===== src/rtl/branch_pkg.sv =====
`default_nettype none
// ============================================================================
// Module   : branch_pkg
// Brief    : Branch condition codes and sequencer state encoding shared by the
//            branch sequencer, compare unit and control FSM.
// Revision : 1.0 - initial release
// ============================================================================
package branch_pkg;

    localparam logic [2:0] BEQ  = 3'b000;
    localparam logic [2:0] BNE  = 3'b001;
    localparam logic [2:0] BLT  = 3'b100;
    localparam logic [2:0] BGE  = 3'b101;
    localparam logic [2:0] BLTU = 3'b110;
    localparam logic [2:0] BGEU = 3'b111;

    typedef enum logic [1:0] {
        IDLE   = 2'd0,
        ISSUE  = 2'd1,
        WAIT   = 2'd2,
        UPDATE = 2'd3
    } seq_state_t;

    // 010 and 011 are unassigned in the branch major opcode.
    function automatic logic is_illegal_funct3(input logic [2:0] f3);
        return (f3 == 3'b010) || (f3 == 3'b011);
    endfunction

endpackage
`default_nettype wire


===== src/rtl/branch_watchdog.sv =====
`default_nettype none
// ============================================================================
// Module   : branch_watchdog
// Brief    : 8-bit up-counter that flags when LIMIT-1 cycles have elapsed
//            since the last clear; saturates at that value.
// Revision : 1.0 - initial release
// ============================================================================
module branch_watchdog #(
    parameter int LIMIT = 16
) (
    input  logic clk,
    input  logic rst,
    input  logic i_clear,
    input  logic i_enable,
    output logic o_expired
);

    localparam logic [7:0] c_last = 8'(LIMIT - 1);

    logic [7:0] r_count;

    always_ff @(posedge clk) begin
        if (rst || i_clear) begin
            r_count <= '0;
        end else if (i_enable && !o_expired) begin
            r_count <= r_count + 8'd1;
        end
    end

    assign o_expired = (r_count == c_last);

endmodule
`default_nettype wire


===== src/rtl/branch_sequencer.sv =====
`default_nettype none
// ============================================================================
// Module   : branch_sequencer
// Brief    : Issues a decoded conditional branch to the compare unit, waits
//            for its verdict (with watchdog) and emits the next-PC write.
//            Optional feature macro: BRANCH_MISALIGN_EXC_EN (misaligned
//            taken target raises exc instead of pc_wr).
// Revision : 1.0 - initial release
// ============================================================================
module branch_sequencer #(
    parameter int TIMEOUT_CYCLES = 16
) (
    input  logic        clk,
    input  logic        rst,
    input  logic        req_valid,
    output logic        req_ready,
    input  logic [31:0] req_pc,
    input  logic [31:0] req_imm,
    input  logic [2:0]  req_funct3,
    input  logic [31:0] req_rs1,
    input  logic [31:0] req_rs2,
    output logic        cmp_start,
    output logic [31:0] cmp_rs1,
    output logic [31:0] cmp_rs2,
    output logic [2:0]  cmp_funct3,
    input  logic        cmp_done,
    input  logic        cmp_jump,
    output logic        pc_wr,
    output logic [31:0] next_pc,
    output logic        taken,
    output logic        illegal,
    output logic        fault,
    output logic        exc,
    output logic [31:0] exc_tval
);

    import branch_pkg::*;

    seq_state_t  r_state, w_state_next;

    logic [31:0] r_pc, r_imm, r_rs1, r_rs2;
    logic [2:0]  r_funct3;

    logic        r_req_ready, r_cmp_start, r_pc_wr, r_taken, r_illegal, r_fault, r_exc;
    logic [31:0] r_next_pc, r_exc_tval;

    logic        w_capture, w_jump, w_expired;
    logic        w_cmp_start, w_pc_wr, w_taken, w_illegal, w_fault, w_exc;
    logic [31:0] w_next_pc, w_exc_tval;

    // Both sums wrap modulo 2^32 by construction of the 32-bit adders.
    logic [31:0] w_target, w_seq_pc;
    assign w_target = r_pc + r_imm;
    assign w_seq_pc = r_pc + 32'd4;

    branch_watchdog #(
        .LIMIT (TIMEOUT_CYCLES)
    ) u_watchdog (
        .clk       (clk),
        .rst       (rst),
        .i_clear   (r_state != WAIT),
        .i_enable  (r_state == WAIT),
        .o_expired (w_expired)
    );

    always_comb begin
        w_state_next = r_state;
        w_capture    = 1'b0;
        w_jump       = 1'b0;
        w_cmp_start  = 1'b0;
        w_pc_wr      = 1'b0;
        w_next_pc    = '0;
        w_taken      = 1'b0;
        w_illegal    = 1'b0;
        w_fault      = 1'b0;
        w_exc        = 1'b0;
        w_exc_tval   = '0;

        case (r_state)
            IDLE: begin
                if (req_valid) begin
                    w_capture = 1'b1;
                    if (is_illegal_funct3(req_funct3)) begin
                        w_illegal = 1'b1;
                    end else begin
                        w_state_next = ISSUE;
                        w_cmp_start  = 1'b1;
                    end
                end
            end
            ISSUE: begin
                w_state_next = WAIT;
            end
            WAIT: begin
                // A verdict arriving on the expiry cycle takes precedence.
                if (cmp_done || w_expired) begin
                    w_state_next = UPDATE;
                    w_jump       = cmp_done && cmp_jump;
                    w_fault      = !cmp_done;
`ifdef BRANCH_MISALIGN_EXC_EN
                    if (w_jump && (w_target[1:0] != 2'b00)) begin
                        w_exc      = 1'b1;
                        w_exc_tval = w_target;
                    end else begin
                        w_pc_wr   = 1'b1;
                        w_next_pc = w_jump ? w_target : w_seq_pc;
                        w_taken   = w_jump;
                    end
`else
                    w_pc_wr   = 1'b1;
                    w_next_pc = w_jump ? w_target : w_seq_pc;
                    w_taken   = w_jump;
`endif
                end
            end
            UPDATE: begin
                w_state_next = IDLE;
            end
            default: begin
                w_state_next = IDLE;
            end
        endcase
    end

    // Outputs are computed one cycle ahead so every port comes straight off a flop.
    always_ff @(posedge clk) begin
        if (rst) begin
            r_state     <= IDLE;
            r_pc        <= '0;
            r_imm       <= '0;
            r_funct3    <= '0;
            r_rs1       <= '0;
            r_rs2       <= '0;
            r_req_ready <= 1'b1;
            r_cmp_start <= 1'b0;
            r_pc_wr     <= 1'b0;
            r_next_pc   <= '0;
            r_taken     <= 1'b0;
            r_illegal   <= 1'b0;
            r_fault     <= 1'b0;
            r_exc       <= 1'b0;
            r_exc_tval  <= '0;
        end else begin
            r_state     <= w_state_next;
            if (w_capture) begin
                r_pc     <= req_pc;
                r_imm    <= req_imm;
                r_funct3 <= req_funct3;
                r_rs1    <= req_rs1;
                r_rs2    <= req_rs2;
            end
            r_req_ready <= (w_state_next == IDLE);
            r_cmp_start <= w_cmp_start;
            r_pc_wr     <= w_pc_wr;
            r_next_pc   <= w_next_pc;
            r_taken     <= w_taken;
            r_illegal   <= w_illegal;
            r_fault     <= w_fault;
            r_exc       <= w_exc;
            r_exc_tval  <= w_exc_tval;
        end
    end

    assign req_ready  = r_req_ready;
    assign cmp_start  = r_cmp_start;
    assign cmp_rs1    = r_rs1;
    assign cmp_rs2    = r_rs2;
    assign cmp_funct3 = r_funct3;
    assign pc_wr      = r_pc_wr;
    assign next_pc    = r_next_pc;
    assign taken      = r_taken;
    assign illegal    = r_illegal;
    assign fault      = r_fault;
    assign exc        = r_exc;
    assign exc_tval   = r_exc_tval;

endmodule
`default_nettype wire

===== config.mk =====
export PLATFORM = sky130hd
export DESIGN_NAME = branch_sequencer
export DESIGN_NICKNAME = d
export VERILOG_FILES = /design/src/rtl/branch_pkg.sv /design/src/rtl/branch_watchdog.sv /design/src/rtl/branch_sequencer.sv
export SDC_FILE = /design/constraint.sdc
export NUM_CORES = 1
export LEC_CHECK = 0
export BUFFER_PORTS_ARGS = -buffer_cell sky130_fd_sc_hd__buf_2
export CAP_MARGIN = 20
export CORE_ASPECT_RATIO = 1.75
export CORE_MARGIN = 2
export CORE_UTILIZATION = 55
export CTS_CLUSTER_DIAMETER = 100
export CTS_CLUSTER_SIZE = 28
export DETAILED_ROUTE_END_ITERATION = 10
export PLACE_DENSITY = 0.88
export REMOVE_ABC_BUFFERS = 1
export SETUP_SLACK_MARGIN = 0.1
export SYNTH_ARGS = -nofsm -noshare
export SYNTH_HDL_FRONTEND = slang
export SYNTH_HIERARCHICAL = 1
export SYNTH_SLANG_ARGS = --single-unit
export TNS_END_PERCENT = 20

===== constraint.sdc =====
create_clock -name clk -period 8.5 [get_ports clk]
set_input_delay 0.85 -clock clk [delete_from_list [all_inputs] [get_ports clk]]
set_output_delay 0.85 -clock clk [all_outputs]
set_load 0.03 [all_outputs]

==> run_summary.xml, run 1 <==
<?xml version="1.0" encoding="UTF-8"?>
<metrics>
  <group name="layout">
    <metric name="layout-drive-gt1-share" unit="%">22.1</metric>
    <metric name="syn2layout_area_growth" unit="%">19.4</metric>
    <metric name="nets" unit="">1467</metric>
  </group>
  <group name="logic_synthesis">
    <metric name="synth.distinct_cells" unit="">59</metric>
    <metric name="post_synth_mux_area_share" unit="%">0.467</metric>
    <metric name="synth.yosys.seq_area_share" unit="%">41.8</metric>
    <metric name="synth-async-reset-ratio" unit="%">0</metric>
    <metric name="syn_avg_cell_area" unit="sq um">7.85</metric>
    <metric name="yosys_most_used_dff" unit="">sky130_fd_sc_hd__dfxtp_1</metric>
    <metric name="synthXorXnorAreaFrac" unit="%">5.42</metric>
    <metric name="synth_fa_ha_area_share" unit="%">5.49</metric>
    <metric name="post_synth_design_cell_area" unit="sq mm">0.00857</metric>
    <metric name="synth.yosys.warnings" unit="">6</metric>
    <metric name="yosys_register_bits" unit="">179</metric>
    <metric name="area_fraction_in_compound_gates_after_synthesis" unit="%">18.8</metric>
    <metric name="synth_top_family_by_area" unit="">simple AND/OR/NAND/NOR gates</metric>
    <metric name="post_synth_inst_count" unit="">1092</metric>
    <metric name="synth-edff-count" unit="">0</metric>
    <metric name="synth_simple_gate_area_share" unit="%">21.2</metric>
  </group>
  <group name="sta">
    <metric name="rsz0062_at_grt" unit="">false</metric>
    <metric name="post-route-min-period" unit="ps">3100</metric>
    <metric name="worst_slew_pin_slew" unit="ps">1050</metric>
    <metric name="timing.clock.skew" unit="ps">15.1</metric>
    <metric name="tns" unit="ps">0</metric>
    <metric name="timing.slew.headroom" unit="%">30.2</metric>
    <metric name="fin_crit_sh" unit="%">36.5</metric>
    <metric name="slew_viol_final" unit="">0</metric>
    <metric name="final_number_of_setup_violating_endpoints" unit="">0</metric>
    <metric name="achievable-frequency" unit="MHz">323</metric>
    <metric name="final-hold-violation-count" unit="">0</metric>
  </group>
  <group name="setup_path">
    <metric name="timing.critical_path.mode_cell" unit="">sky130_fd_sc_hd__a21oi_1</metric>
    <metric name="setup.worst_path.end_class" unit="">register</metric>
    <metric name="timing.critical_path.cells" unit="">ha_1 &gt; fa_1 &gt; a211o_1 &gt; a21oi_1 &gt; o21bai_1 &gt; a311oi_1 &gt; o21ai_0 &gt; a221oi_1 &gt; xor2_1 &gt; a21oi_1</metric>
    <metric name="critPathRequiredTime" unit="ps">8790</metric>
    <metric name="worst_path_max_delay_cell" unit="">sky130_fd_sc_hd__a311oi_1</metric>
    <metric name="critical_path.max_fanout" unit="">3</metric>
    <metric name="critical_path.startpoint_type" unit="">register</metric>
    <metric name="cp_slowest_stage_delay" unit="ps">460</metric>
    <metric name="critical_path_arrival" unit="ps">3390</metric>
    <metric name="timing.setup.critical_path_class" unit="">reg2reg</metric>
    <metric name="worst-r2r-setup-slack" unit="ps">5400</metric>
  </group>
  <group name="place">
    <metric name="place.detailed.hpwl" unit="mm">15.9</metric>
    <metric name="gp_congestion" unit="">0.935</metric>
    <metric name="buffer_ports.inserted" unit="">240</metric>
  </group>
  <group name="clock_tree">
    <metric name="cts.repair_timing.setup_buffer_count" unit="">0</metric>
    <metric name="clk_path_buf_depth" unit="">2</metric>
    <metric name="cts_inserted_buffers" unit="">17</metric>
    <metric name="clk_pin_slew" unit="ps">70</metric>
    <metric name="clkSinkCount" unit="">179</metric>
    <metric name="ctsResizeCount" unit="">0</metric>
    <metric name="tritoncts" unit="">yes</metric>
    <metric name="insertion_delay" unit="ps">430</metric>
    <metric name="htree_levels" unit="">4</metric>
    <metric name="cts-hold-fix-buffers" unit="">0</metric>
    <metric name="clock_tree.root_cell" unit="">sky130_fd_sc_hd__clkbuf_16</metric>
  </group>
  <group name="grt">
    <metric name="global_route.usage.met3" unit="%">5.78</metric>
    <metric name="grt_first_pass_wirelength" unit="mm">35.8</metric>
    <metric name="grtUsageMet2" unit="%">48.3</metric>
    <metric name="grt_antenna_before_repair" unit="">1</metric>
    <metric name="grt_max_degree" unit="">110</metric>
    <metric name="grtUsageMet1" unit="%">26.5</metric>
    <metric name="top_usage_layer" unit="">met2</metric>
    <metric name="via_count_of_the_first_global_routing_pass" unit="">7829</metric>
    <metric name="grt_usage" unit="%">26.1</metric>
    <metric name="grt_overflow_total" unit="">0</metric>
  </group>
  <group name="floorplan">
    <metric name="dieArea" unit="sq mm">0.0166</metric>
    <metric name="num_rows" unit="">60</metric>
    <metric name="core-area" unit="sq mm">0.0153</metric>
    <metric name="dieWidth" unit="um">98.4</metric>
    <metric name="effective_utilization_at_floorplan" unit="%">55.9</metric>
    <metric name="floorplan.io_pins" unit="">274</metric>
    <metric name="fp.dieH" unit="um">169</metric>
  </group>
  <group name="routing">
    <metric name="postRouteAntennaNets" unit="">0</metric>
    <metric name="vias_after_detailed_routing" unit="">8141</metric>
    <metric name="drt_wl_total" unit="mm">22.0</metric>
    <metric name="post_drt_wl_per_cell" unit="um">14.7</metric>
    <metric name="post_drt_via_cell_ratio" unit="">5.45</metric>
    <metric name="drt_iter0_markers" unit="">411</metric>
    <metric name="drtPass1Iterations" unit="">5</metric>
    <metric name="drc_viols" unit="">0</metric>
  </group>
  <group name="worst_hold_path">
    <metric name="min-delay-path-class" unit="">reg2reg</metric>
  </group>
  <group name="pwr">
    <metric name="peakVddDrop" unit="uV">123</metric>
    <metric name="power_per_cell_area" unit="mW/mm^2">220</metric>
    <metric name="power.leakage" unit="nW">4.65</metric>
    <metric name="report.power.total" unit="mW">2.25</metric>
  </group>
  <group name="run">
    <metric name="maximum_capacitance_violations" unit="">0</metric>
  </group>
  <group name="status">
    <metric name="run_status" unit="">completed</metric>
  </group>
</metrics>
[layout make-up]
cell class                      instances  area (sq um)
Inverter                               16          60.1
Tap cell                              186           233
Antenna cell                            1          2.50
Fill cell                            1308          5080
Clock buffer                           19           443
Timing Repair Buffer                  245          1240
Sequential cell                       179          3580
Clock inverter                         13           133
Multi-Input combinational cell        835          4540
[cells by family after synthesis]
kind of cell / Yosys count
AOI/OAI and AO/OA: 276
DFF: 179
xor gates and xnor gates: 53
other: 1
muxes: 4
buffers and inverters: 110
and+or+nand+nor: 432
adders and majority gates: 37
[flip-flops by register name, indices dropped and copies added (netlist names)]
| name | count |
|---|---|
| illegal | 1 |
| cmp_start | 1 |
| r_state | 2 |
| cmp_rs1 | 32 |
| next_pc | 32 |
| u_watchdog/r_count | 8 |
| fault | 1 |
| taken | 1 |
| r_pc | 32 |
| req_ready | 1 |
| cmp_rs2 | 32 |
| r_imm | 32 |
| cmp_funct3 | 3 |
| pc_wr | 1 |
[layer usage]
metal  vias to the layer above  part of all wire [%]
li1                       4029                     -
met1                      3720                    36
met2                       317                    53
met3                        75                   6.3
met4                         0                   4.7
met5                         -                     0
[per-stage QoR]
step                      setup slack (ps)  instances  cell area (sq um)  utilization [%]  hold WS [ps]
after global placement                5520       1461               9660             63.0           438
final                                 5400       1494              10200             66.8           452
after CTS                             5460       1493              10200             66.8           453
after global routing                  5130       1494              10200             66.8           472
after detailed placement              5480       1461               9660             63.0           443
after floorplan                       5120       1030               8170                -           434
[report_power, final]
group	leakage, nW	switching (mW)	internal (mW)
Clock	0.282	0.364	0.400
Combinational	2.91	0.354	0.167
Sequential	1.46	0.0514	0.912
Total	4.65	0.769	1.48
[synthesized netlist by cell type (3+ instances only)]
library cell	instances	share of area [%]
sky130_fd_sc_hd__nand2_1	304	13
sky130_fd_sc_hd__o21a_1	4	0.35
sky130_fd_sc_hd__buf_4	33	2.9
sky130_fd_sc_hd__a31oi_1	5	0.37
sky130_fd_sc_hd__xnor2_1	31	3.2
sky130_fd_sc_hd__o21bai_1	5	0.44
sky130_fd_sc_hd__and4_1	3	0.31
sky130_fd_sc_hd__o21ai_0	20	1.2
sky130_fd_sc_hd__or3_1	7	0.51
sky130_fd_sc_hd__ha_1	36	5.3
sky130_fd_sc_hd__buf_6	4	0.53
sky130_fd_sc_hd__inv_1	16	0.70
sky130_fd_sc_hd__nand3_1	17	0.99
sky130_fd_sc_hd__o211ai_1	3	0.26
sky130_fd_sc_hd__nor3_1	9	0.53
sky130_fd_sc_hd__nand4_1	12	0.88
sky130_fd_sc_hd__buf_1	5	0.22
sky130_fd_sc_hd__o31ai_1	4	0.35
sky130_fd_sc_hd__a21o_1	16	1.4
sky130_fd_sc_hd__a21oi_1	178	10
sky130_fd_sc_hd__xor2_1	22	2.2
sky130_fd_sc_hd__clkbuf_1	50	2.2
sky130_fd_sc_hd__mux2i_1	4	0.47
sky130_fd_sc_hd__a211oi_1	23	2.0
sky130_fd_sc_hd__nor2b_1	3	0.22
sky130_fd_sc_hd__nand2b_1	6	0.44
sky130_fd_sc_hd__dfxtp_1	179	42
sky130_fd_sc_hd__and3_1	4	0.29
sky130_fd_sc_hd__and2_1	4	0.29
sky130_fd_sc_hd__nor2_1	48	2.1
[cells in the final DEF, fill, tap and decap left out, types with 9 or more instances in the layout]
cell type,instances
sky130_fd_sc_hd__nand2_1,303
sky130_fd_sc_hd__buf_2,239
sky130_fd_sc_hd__dfxtp_1,179
sky130_fd_sc_hd__a21oi_1,178
sky130_fd_sc_hd__nor2_1,48
sky130_fd_sc_hd__ha_1,36
sky130_fd_sc_hd__conb_1,33
sky130_fd_sc_hd__xnor2_1,31
sky130_fd_sc_hd__a211oi_1,23
sky130_fd_sc_hd__xor2_1,22
sky130_fd_sc_hd__o21ai_0,20
sky130_fd_sc_hd__nand3_1,17
sky130_fd_sc_hd__clkbuf_16,17
sky130_fd_sc_hd__inv_1,16
sky130_fd_sc_hd__a21o_1,16
sky130_fd_sc_hd__nand4_1,12
sky130_fd_sc_hd__nor3_1,9
[critical path, delay by kind of cell, from the launching register on]
kind | cells | cell delay (ps)
compound gates | 7 | 1810
fa+ha+maj | 2 | 660
flops | 1 | 330
xor+xnor | 1 | 170
[worst paths after layout]
kind / start / endpoint / cells past startpoint
min reg2reg: cmp_rs1[25] / cmp_rs1[25] / 2
min: cmp_rs1[25] / cmp_rs1[25] / 2
max: r_pc[0] / next_pc[28] / 10
max reg2reg: r_pc[0] / next_pc[28] / 10
(Power assumes the default switching activity.)
==> run 2, diff against run 1 <==
CORE_UTILIZATION = 51   (was 55)
PLACE_DENSITY = 0.83   (was 0.88)
clock period = 2.95 ns   (was 8.5 ns; I/O delays follow)
==> run 2 against run 1 <==
  * Clock power grew to 3.1 times the previous value
  * Power grew to 3.0 times the previous value
  * Critical path depth shrank 1
  * Clock-buffer cell count is the same
  * Final cell count grew 3.5%
  * Sequential share of layout area shrank 0.80 points
  * Global-route usage shrank 1.2 points
  * Utilization shrank 3.1 points
  * Via count grew 1.1%
  * Critical path type unchanged
  * Critical endpoint is now next_pc[31]
  * Largest cell class unchanged
  * Largest power group unchanged
==> run_summary.xml, run 2 (same netlist as run 1, synthesis figures left out) <==
<?xml version="1.0" encoding="UTF-8"?>
<metrics>
  <group name="layout">
    <metric name="leading_cell_types_in_the_layout_fill_and_taps_excluded" unit="">sky130_fd_sc_hd__nand2_1, sky130_fd_sc_hd__buf_2, sky130_fd_sc_hd__dfxtp_1, sky130_fd_sc_hd__a21oi_1, sky130_fd_sc_hd__nor2_1</metric>
    <metric name="nets" unit="">1481</metric>
    <metric name="layout.core_utilization" unit="%">63.7</metric>
    <metric name="layout-drive-gt1-share" unit="%">23.5</metric>
    <metric name="fillerInstances" unit="">1488</metric>
    <metric name="syn2layout_area_growth" unit="%">22.2</metric>
    <metric name="multi_input_logic_area" unit="sq mm">0.00457</metric>
    <metric name="layout.cells.most_common" unit="">sky130_fd_sc_hd__nand2_1</metric>
    <metric name="post-route-cell-area" unit="sq mm">0.0105</metric>
    <metric name="register_area" unit="sq mm">0.00358</metric>
  </group>
  <group name="floorplan">
    <metric name="fp.dieH" unit="um">175</metric>
    <metric name="effective_utilization_at_floorplan" unit="%">52.1</metric>
    <metric name="floorplan.io_pins" unit="">274</metric>
    <metric name="dieArea" unit="sq mm">0.0179</metric>
    <metric name="dieWidth" unit="um">102</metric>
    <metric name="num_rows" unit="">62</metric>
    <metric name="core-area" unit="sq mm">0.0164</metric>
  </group>
  <group name="sta">
    <metric name="worst_slew_pin_slew" unit="ps">811</metric>
    <metric name="rsz0062_at_grt" unit="">true</metric>
    <metric name="slew_viol_final" unit="">0</metric>
    <metric name="final_number_of_setup_violating_endpoints" unit="">0</metric>
    <metric name="fin_crit_sh" unit="%">94.4</metric>
    <metric name="final-hold-violation-count" unit="">0</metric>
    <metric name="post-route-min-period" unit="ps">2780</metric>
    <metric name="timing.slew.headroom" unit="%">45.9</metric>
    <metric name="achievable-frequency" unit="MHz">359</metric>
    <metric name="timing.clock.skew" unit="ps">9.46</metric>
  </group>
  <group name="grt">
    <metric name="grt_usage" unit="%">24.9</metric>
    <metric name="grt_max_degree" unit="">80</metric>
    <metric name="grt_first_pass_wirelength" unit="mm">35.7</metric>
    <metric name="grt_overflow_total" unit="">0</metric>
    <metric name="grt_antenna_before_repair" unit="">1</metric>
    <metric name="via_count_of_the_first_global_routing_pass" unit="">7874</metric>
  </group>
  <group name="routing">
    <metric name="post_drt_wl_per_cell" unit="um">14.7</metric>
    <metric name="drc_viols" unit="">0</metric>
    <metric name="detailroute.wirelength.met3" unit="mm">1.32</metric>
    <metric name="postRouteAntennaNets" unit="">0</metric>
    <metric name="highest_layer" unit="">met4</metric>
    <metric name="post_drt_via_cell_ratio" unit="">5.32</metric>
    <metric name="vias_after_detailed_routing" unit="">8232</metric>
    <metric name="m1WireLength" unit="mm">8.17</metric>
    <metric name="drt_iter0_markers" unit="">374</metric>
    <metric name="wl_met2" unit="mm">12.2</metric>
    <metric name="drtPass1Iterations" unit="">7</metric>
    <metric name="drt_wl_total" unit="mm">22.7</metric>
  </group>
  <group name="setup_path">
    <metric name="critical_path.max_fanout" unit="">5</metric>
    <metric name="setup.worst_path.end_class" unit="">register</metric>
    <metric name="critPathRequiredTime" unit="ps">3310</metric>
    <metric name="critical_path_arrival" unit="ps">3150</metric>
    <metric name="critical_path.startpoint_type" unit="">register</metric>
    <metric name="timing.setup.critical_path_class" unit="">reg2reg</metric>
  </group>
  <group name="place">
    <metric name="buffer_ports.inserted" unit="">240</metric>
    <metric name="placement.cell_area" unit="sq mm">0.00982</metric>
    <metric name="gp_congestion" unit="">0.953</metric>
    <metric name="place.detailed.hpwl" unit="mm">16.7</metric>
  </group>
  <group name="pwr">
    <metric name="power.leakage" unit="nW">4.74</metric>
    <metric name="pwr-share-seq" unit="%">41.4</metric>
    <metric name="p_switching" unit="mW">2.17</metric>
    <metric name="cell_internal_pwr" unit="mW">4.51</metric>
    <metric name="power_per_cell_area" unit="mW/mm^2">637</metric>
    <metric name="power.share.clock" unit="%">35.3</metric>
    <metric name="report.power.total" unit="mW">6.67</metric>
    <metric name="peakVddDrop" unit="uV">338</metric>
    <metric name="power_frac_comb" unit="%">23.3</metric>
    <metric name="power.share.switching" unit="%">32.5</metric>
  </group>
  <group name="clock_tree">
    <metric name="clk_pin_slew" unit="ps">70</metric>
    <metric name="clock_tree.root_cell" unit="">sky130_fd_sc_hd__clkbuf_16</metric>
    <metric name="htree_levels" unit="">4</metric>
    <metric name="clkSinkCount" unit="">179</metric>
    <metric name="clk_path_buf_depth" unit="">2</metric>
    <metric name="tritoncts" unit="">yes</metric>
    <metric name="insertion_delay" unit="ps">430</metric>
    <metric name="cts_inserted_buffers" unit="">17</metric>
    <metric name="cts-hold-fix-buffers" unit="">0</metric>
  </group>
  <group name="status">
    <metric name="run_status" unit="">completed</metric>
  </group>
  <group name="worst_hold_path">
    <metric name="min-delay-path-class" unit="">in2reg</metric>
  </group>
  <group name="run">
    <metric name="maximum_capacitance_violations" unit="">0</metric>
  </group>
</metrics>
[run 2: cell types whose count changed in the layout (fill, tap and decap cells not counted), sizes merged]
cell / change
clkinv: -1
buf: +14
inv: -4
clkinvlp: +2
bufinv: +3
[run 2: final cells by class]
cell class	count	share of cell area (%)
Inverter	16	0.573
Sequential cell	179	34.2
Tap cell	224	2.68
Antenna cell	1	0.0239
Clock buffer	19	4.23
Timing Repair Buffer	259	13.0
Clock inverter	13	1.62
Multi-Input combinational cell	835	43.7
[run 2: per-layer routing]
layer / vias to the layer above / GRT usage, %
li1: 4057 / -
met1: 3777 / 25.3
met2: 326 / 45.5
met3: 72 / 5.33
met4: 0 / 14.1
met5: - / 0
[run 2: power by group through the flow]
stage	clock [mW]	sequential [mW]	combinational, mW
2_1_floorplan	0	3.02	0.846
3_3_place_gp	0	2.80	1.50
3_5_place_dp	0	2.82	1.54
4_1_cts	2.40	2.76	1.55
5_1_grt	2.50	2.79	1.70
6_report	2.36	2.77	1.55
[run 2: critical path, cell delays in order, from the launching register on]
cell and delay [ps]:
sky130_fd_sc_hd__dfxtp_1 360, sky130_fd_sc_hd__ha_1 290, sky130_fd_sc_hd__a21oi_1 70, sky130_fd_sc_hd__nand4b_1 240, sky130_fd_sc_hd__a2111o_1 480, sky130_fd_sc_hd__a31oi_4 200
sky130_fd_sc_hd__o21ai_2 120, sky130_fd_sc_hd__o2111a_1 280, sky130_fd_sc_hd__or4_1 500, sky130_fd_sc_hd__a31oi_1 170
[run 2: worst paths after layout]
path | slack (ps) | depth (start not counted) | from | endpoint
setup / recovery | 170 | 9 | r_pc[1] | next_pc[31]
setup reg to reg | 170 | 9 | r_pc[1] | next_pc[31]
hold / removal | 60 | 2 | cmp_done | fault
hold reg to reg | 450 | 2 | cmp_rs2[12] | cmp_rs2[12]
[run 2: repair_timing]
action,in CTS,in global routing
pin swaps,0,4
setup buffers,0,0
endpoints found under the setup margin,3,8
gates resized for setup,1,8
[run 2: metrics by stage]
step	cells	setup WS, ps	TNS (ps)	hold WS (ps)
finish	1546	166	0	56.5
global route	1546	88.7	0	59.2
CTS	1545	53.6	0	41.0
detailed placement	1513	60.5	0	443
global placement	1513	133	0	438
floorplan	1030	-142	-18590	364
